`config.mk`:
```
export PLATFORM = sky130hd
export DESIGN_NAME = rifl_err_apply
export DESIGN_NICKNAME = d
export VERILOG_FILES = /design/src/rtl/rifl_err_pkg.sv /design/src/rtl/rifl_popcnt.sv /design/src/rtl/rifl_err_apply.sv
export SDC_FILE = /design/constraint.sdc
export NUM_CORES = 1
export LEC_CHECK = 0
export CAP_MARGIN = 20
export CELL_PAD_IN_SITES_DETAIL_PLACEMENT = 1
export CELL_PAD_IN_SITES_GLOBAL_PLACEMENT = 1
export CORE_ASPECT_RATIO = 0.8
export CORE_MARGIN = 10
export CORE_UTILIZATION = 27
export CTS_BUF_LIST = sky130_fd_sc_hd__clkbuf_16
export CTS_CLUSTER_DIAMETER = 50
export DETAILED_ROUTE_END_ITERATION = 10
export GPL_TIMING_DRIVEN = 0
export PLACE_DENSITY = 0.87
export SYNTH_ARGS = -nofsm -noshare
export SYNTH_HDL_FRONTEND = slang
export SYNTH_SLANG_ARGS = --single-unit
export TNS_END_PERCENT = 30
```
`constraint.sdc`:
```
create_clock -name clk -period 2.76 [get_ports clk]
set_input_delay 0.276 -clock clk [delete_from_list [all_inputs] [get_ports clk]]
set_output_delay 0.276 -clock clk [all_outputs]
set_load 0.01 [all_outputs]
```
`src/rtl/rifl_err_pkg.sv`:
```
// Shared types and helpers for the RIFL error-apply stage.
package rifl_err_pkg;

    typedef enum logic [1:0] {
        MODE_OFF   = 2'b00,
        MODE_CONT  = 2'b01,
        MODE_BURST = 2'b10
    } mode_e;

    typedef enum logic [1:0] {
        ST_IDLE,
        ST_CONT,
        ST_BURST
    } state_e;

    localparam int unsigned SAT_MAX_W = 64;

    // Saturating add of two counters that are 'width' bits wide (width <= 64).
    // 'a' is assumed already within range; the result clamps at 2**width-1.
    function automatic logic [SAT_MAX_W-1:0] sat_add(
        input logic [SAT_MAX_W-1:0] a,
        input logic [SAT_MAX_W-1:0] b,
        input int unsigned          width
    );
        logic [SAT_MAX_W:0] sum;
        logic [SAT_MAX_W:0] lim;
        sum = {1'b0, a} + {1'b0, b};
        if (width >= SAT_MAX_W)
            lim = {1'b0, {SAT_MAX_W{1'b1}}};
        else
            lim = (65'd1 << width) - 65'd1;
        if (sum > lim)
            return lim[SAT_MAX_W-1:0];
        return sum[SAT_MAX_W-1:0];
    endfunction

endpackage

```
`src/rtl/rifl_popcnt.sv`:
```
// Combinational population count of a DWIDTH-bit vector.
module rifl_popcnt #(
    parameter int unsigned DWIDTH = 64,
    parameter int unsigned CW     = $clog2(DWIDTH + 1)
) (
    input  logic [DWIDTH-1:0] din,
    output logic [CW-1:0]     cnt
);

    // Ripple sum of all set bits.
    always_comb begin
        cnt = '0;
        for (int i = 0; i < int'(DWIDTH); i++)
            cnt = cnt + CW'(din[i]);
    end

endmodule

```
`src/rtl/rifl_err_apply.sv`:
```
// RIFL error apply: XORs the injector's error vector into accepted AXI-Stream
// beats under an off / continuous / burst gate and counts corrupted beats.
// Optional feature macro: RIFL_ERR_STATS_EN enables the flipped-bit counter
// inj_bits; without it the port is tied to zero.
module rifl_err_apply
    import rifl_err_pkg::*;
#(
    parameter int unsigned DWIDTH    = 64,
    parameter int unsigned CNT_WIDTH = 32,
    parameter int unsigned BLEN_W    = 16
) (
    input  logic                 clk,
    input  logic                 rst,
    input  logic [DWIDTH-1:0]    s_axis_tdata,
    input  logic                 s_axis_tvalid,
    output logic                 s_axis_tready,
    output logic [DWIDTH-1:0]    m_axis_tdata,
    output logic                 m_axis_tvalid,
    input  logic                 m_axis_tready,
    input  logic [DWIDTH-1:0]    err_vec,
    input  logic [1:0]           mode,
    input  logic                 start,
    input  logic [BLEN_W-1:0]    burst_len,
    input  logic                 clear_cnt,
    output logic                 busy,
    output logic [CNT_WIDTH-1:0] inj_beats,
    output logic [CNT_WIDTH-1:0] inj_bits
);

    state_e              state_q, state_d;
    logic [BLEN_W-1:0]   rem_q, rem_d;
    mode_e               mode_v;
    logic                accept;
    logic                inj_en;
    logic [DWIDTH-1:0]   mask;

    assign mode_v        = mode_e'(mode);
    assign s_axis_tready = !m_axis_tvalid || m_axis_tready;
    assign accept        = s_axis_tvalid && s_axis_tready;
    assign inj_en        = (state_q == ST_CONT) || (state_q == ST_BURST);
    assign mask          = err_vec & {DWIDTH{inj_en}};

    // Gate state and remaining-burst register.
    always_ff @(posedge clk) begin
        if (rst) begin
            state_q <= ST_IDLE;
            rem_q   <= '0;
            busy    <= 1'b0;
        end else begin
            state_q <= state_d;
            rem_q   <= rem_d;
            busy    <= (state_d != ST_IDLE);
        end
    end

    // Next-state: mode selects the gate; a burst ends on its last beat or on abort.
    always_comb begin
        state_d = state_q;
        rem_d   = rem_q;
        case (state_q)
            ST_IDLE: begin
                if (mode_v == MODE_CONT) begin
                    state_d = ST_CONT;
                end else if (mode_v == MODE_BURST && start && burst_len != '0) begin
                    state_d = ST_BURST;
                    rem_d   = burst_len;
                end
            end
            ST_CONT: begin
                if (mode_v != MODE_CONT)
                    state_d = ST_IDLE;
            end
            ST_BURST: begin
                if (mode_v != MODE_BURST) begin
                    state_d = ST_IDLE;
                    rem_d   = '0;
                end else if (accept) begin
                    rem_d = rem_q - BLEN_W'(1);
                    if (rem_q == BLEN_W'(1))
                        state_d = ST_IDLE;
                end
            end
            default: begin
                state_d = ST_IDLE;
                rem_d   = '0;
            end
        endcase
    end

    // Single output register; holds its beat while the sink stalls.
    always_ff @(posedge clk) begin
        if (rst) begin
            m_axis_tvalid <= 1'b0;
            m_axis_tdata  <= '0;
        end else if (s_axis_tready) begin
            m_axis_tvalid <= s_axis_tvalid;
            if (accept)
                m_axis_tdata <= s_axis_tdata ^ mask;
        end
    end

    // Corrupted-beat counter; clear wins over increment.
    always_ff @(posedge clk) begin
        if (rst || clear_cnt)
            inj_beats <= '0;
        else if (accept && inj_en && (|err_vec))
            inj_beats <= CNT_WIDTH'(sat_add(64'(inj_beats), 64'd1, CNT_WIDTH));
    end

`ifdef RIFL_ERR_STATS_EN
    localparam int unsigned PCW = $clog2(DWIDTH + 1);
    logic [PCW-1:0] pop_cnt;

    rifl_popcnt #(
        .DWIDTH (DWIDTH),
        .CW     (PCW)
    ) u_popcnt (
        .din (mask),
        .cnt (pop_cnt)
    );

    // Flipped-bit counter; clear wins over accumulation.
    always_ff @(posedge clk) begin
        if (rst || clear_cnt)
            inj_bits <= '0;
        else if (accept && inj_en)
            inj_bits <= CNT_WIDTH'(sat_add(64'(inj_bits), 64'(pop_cnt), CNT_WIDTH));
    end
`else
    assign inj_bits = '0;
`endif

endmodule

```
==> metrics.md <==
| Metric | Value |
|---|---|
| Run status | complete, but fails checks |
| Failing checks | negative setup slack |
| Combinational family with the most area after synthesis | simple AND/OR/NAND/NOR gates |
| Worst-margin pin slew | approximately 750 ps |
| Worst Path Arrival | roughly 3100 ps |
| Setup violators final | 1 |
| Average wire per standard cell | 21.4 um |
| CTS tree | done |
| CTS H-tree depth | 4 |
| # clock sinks | 116 |
| Worst skew pair latency | about 420 ps |
| Total Wirelength | approximately 32,000 um |
| Total track usage | ~19% |
| CTS max path bufs | 2 |
| Die Span X | 195 um |
| Fmax | approximately 360 MHz |
| Syn Inst Count | 850 |
| Power, Total | 5.30 mW |
| Post-Synth Adder-Cell Area | 1.51% |
| # placed instances | 1,449 |
| Ports | around 280 |
| Clk root buf | clkbuf_16 |
| GPL Wtd Cong | 0.895 |
| Mean Syn Cell Area | 7.79 um2 |
| Peak supply drop | 0.000394 V |
| Iter 0 DRT Violations | 363 |
| Slowest stage delay, CP | between 500 and 600 ps |
| DR pass1 iterations | 5 |
| Seq cells post-synth | between 100 and 150 |
| Netlist cell types | 61 |
| Leakage Power | between 3 and 4 nW |
| Worst Hold Class | in -> reg |
| Crit-path slowest cell | or4_1 |
| Grt ovf | 0 |
| Number of synthesis warnings | 0 |
| Fin nets | 1,317 |
| CP required | 3120 ps |
| CTS buffer count | 17 |
| Number of synthesized flops with an enable pin | 0 |
| Compound-gate portion of the synthesized area | between 20% and 30% |
| Synth Area in XOR/XNOR | roughly 9.7% |
| Post-DRT Antenna Nets | 0 |
| Via density per instance | 5.15 |
| Simple logic cell fraction of the synthesized area | 25.5% |
| Die area | 31,200 um2 |
| Initial Util | 27.3% |
| Pwr dens | 503 nW/um2 |
| Largest net degree at the start of global routing | 17 |
| Layout cells sized above 1 | about an eighth |
| Final setup skew | 22.1 ps |
| DRC violations left | 0 |
| HPWL after detailed placement | 25,000 um |
| Vias | 7,682 |
| Register area share after synthesis | 35.1% |
| Crit path time final | 2790 ps |
| Max Slew Vio Count | 0 |
| Slew headroom | about 50% |
| Predominant post-synthesis flop cell | dfxtp_1 |
| Antenna violations before repair | 4 |
| Mux share of post-synthesis cell area | 0.302% |
| Height of the die | approximately 160 um |
| Setup ws final | -28.4 ps |
| Std-Cell Rows | 51 |
| Worst-path clk slew | approximately 70 ps |
| WHS | 442 ps |
| IO Port Bufs | 250 |
| Cell area after placement | around 9600 um2 |
| Fin crit share | 101% |
| Async S/R FF share, synth | 0% |
| Fin cells | between 1,000 and 1,500 |
| Mapped cell area | about 6600 um2 |
| Maximum net fanout on the critical path | 10 |
| Critical-path cell list | nand4_1 > or4_1 > nor4_1 > nand4b_1 > a2111o_1 > buf_4 > a31oi_2 > o221a_2 |
| Area Growth Syn to Fin | 59.0% |
| Critical path class | reg -> reg |
| Post-route design area | about 11,000 um2 |
| Hold Vio Cnt, Final | 0 |
| Core area | 24,200 um2 |
| Critical path endpoint category | flip-flop |
| First-pass GRT wire length | 47,800 um |
| Number of global-route vias before repair | 8,110 |
| Startpoint types | flip-flop |
| Final core utilization | about 43% |
| Max-cap viol count | 0 |
## synthesized netlist by cell type, types with 4 or more instances
library cell | count | area (um2)
a211oi_1 | 74 | 556
a21oi_1 | 37 | 185
a22oi_1 | 6 | 45.0
a311oi_1 | 6 | 52.6
a31oi_1 | 12 | 75.1
and2_1 | 7 | 43.8
and3_1 | 9 | 56.3
buf_1 | 7 | 26.3
buf_2 | 7 | 35.0
buf_4 | 32 | 240
clkbuf_1 | 40 | 150
dfxtp_1 | 116 | 2320
ha_1 | 8 | 100
inv_1 | 12 | 45.0
nand2_1 | 109 | 409
nand2b_1 | 4 | 25.0
nand3_1 | 30 | 150
nand4_1 | 16 | 100
nor2_1 | 112 | 420
nor3_1 | 12 | 60.1
nor4_1 | 30 | 188
o21ai_0 | 29 | 145
o31ai_1 | 4 | 30.0
or3_1 | 5 | 31.3
xor2_1 | 70 | 613
## registers in the layout, summed over array words and instances, names as in the netlist
register	cells
busy	1
inj_beats	32
m_axis_tvalid	1
m_axis_tdata	64
state_q	2
rem_q	16
## final cells by class
cell class / instances / area, um2
antenna: 4 / 10.0
sequential: 116 / 2340
tap: 318 / 398
buffer: 87 / 498
fill: 2877 / 13700
clock buffer: 17 / 425
clock inverter: 15 / 156
timing repair buffer: 259 / 2570
multi-input combinational: 664 / 4090
inverter: 12 / 45.0
## repair_timing
item	4_1_cts	5_1_grt
pin swaps	1	20
setup buffers	0	9
hold endpoints to repair	0	0
gates resized for setup	23	47
setup endpoints to repair	35	41
hold buffers	0	0
## critical path: cells and delay by family (launching register included)
family,cells,cell delay (ps)
AO/OA/AOI/OAI,3,830
AND/OR/NAND/NOR,4,1300
flip-flops,1,390
buffers and inverters,1,210
## power breakdown
part	internal, mW	total [mW]	switching [mW]	leakage (nW)
registers	1.78	1.87	0.0821	0.960
clock network	1.34	2.24	0.907	0.279
logic	0.579	1.19	0.614	2.55
## cell usage in the layout (no fill, tap or decap), drive strengths merged, types with 10 or more instances in the layout
cell           netlist  routed
a21oi               37      37
clkbuf              41      55
inv                 12      16
nand2              109     109
nor4                31      31
xor2                70      70
o21ai               29      29
conb                 1      32
a211oi              74      74
nor3                12      12
clkdlybuf4s50        0     250
nand4               17      17
nor2               113     113
a31oi               12      12
and3                10      10
buf                 48      58
nand3               30      30
dfxtp              116     116
## worst paths after layout
check,to,startpoint,depth (start not counted),slack (ps)
worst max register to register,inj_beats[7]$_SDFFE_PP0P_,inj_beats[30]$_SDFFE_PP0P_,8,-30
worst min-delay path,m_axis_tvalid$_SDFFE_PP0N_,s_axis_tvalid,3,440
worst min register to register,inj_beats[0]$_SDFFE_PP0P_,inj_beats[0]$_SDFFE_PP0P_,1,480
worst max-delay path,inj_beats[7]$_SDFFE_PP0P_,inj_beats[30]$_SDFFE_PP0P_,8,-30
## layer usage
metal | wire [um] | GRT usage [%] | up-vias
met3 | 3080 | 8.35 | 44
met1 | 12400 | 21.0 | 3725
met2 | 15700 | 32.6 | 316
met4 | 818 | 7.10 | 0
li1 | - | - | 3597
met5 | 0 | 0 | -
## per-stage QoR
step                      setup TNS [ps]  setup slack, ps
after floorplan                        0             84.7
after global placement            -29070            -1000
after detailed placement          -30790            -1060
after CTS                          -11.1            -11.1
after global routing                -225            -56.6
final                              -28.4            -28.4
## cells by family (layout without fill, tap and decap cells)
kind of cell / Yosys count / count (layout)
AOI/OAI and AO/OA: 193 / 193
xor gates and xnor gates: 73 / 73
muxes: 2 / 2
adders and majority gates: 8 / 8
and+or+nand+nor: 356 / 356
buffers and inverters: 101 / 390
other: 1 / 36
DFF: 116 / 116
(Power assumes the default switching activity.)
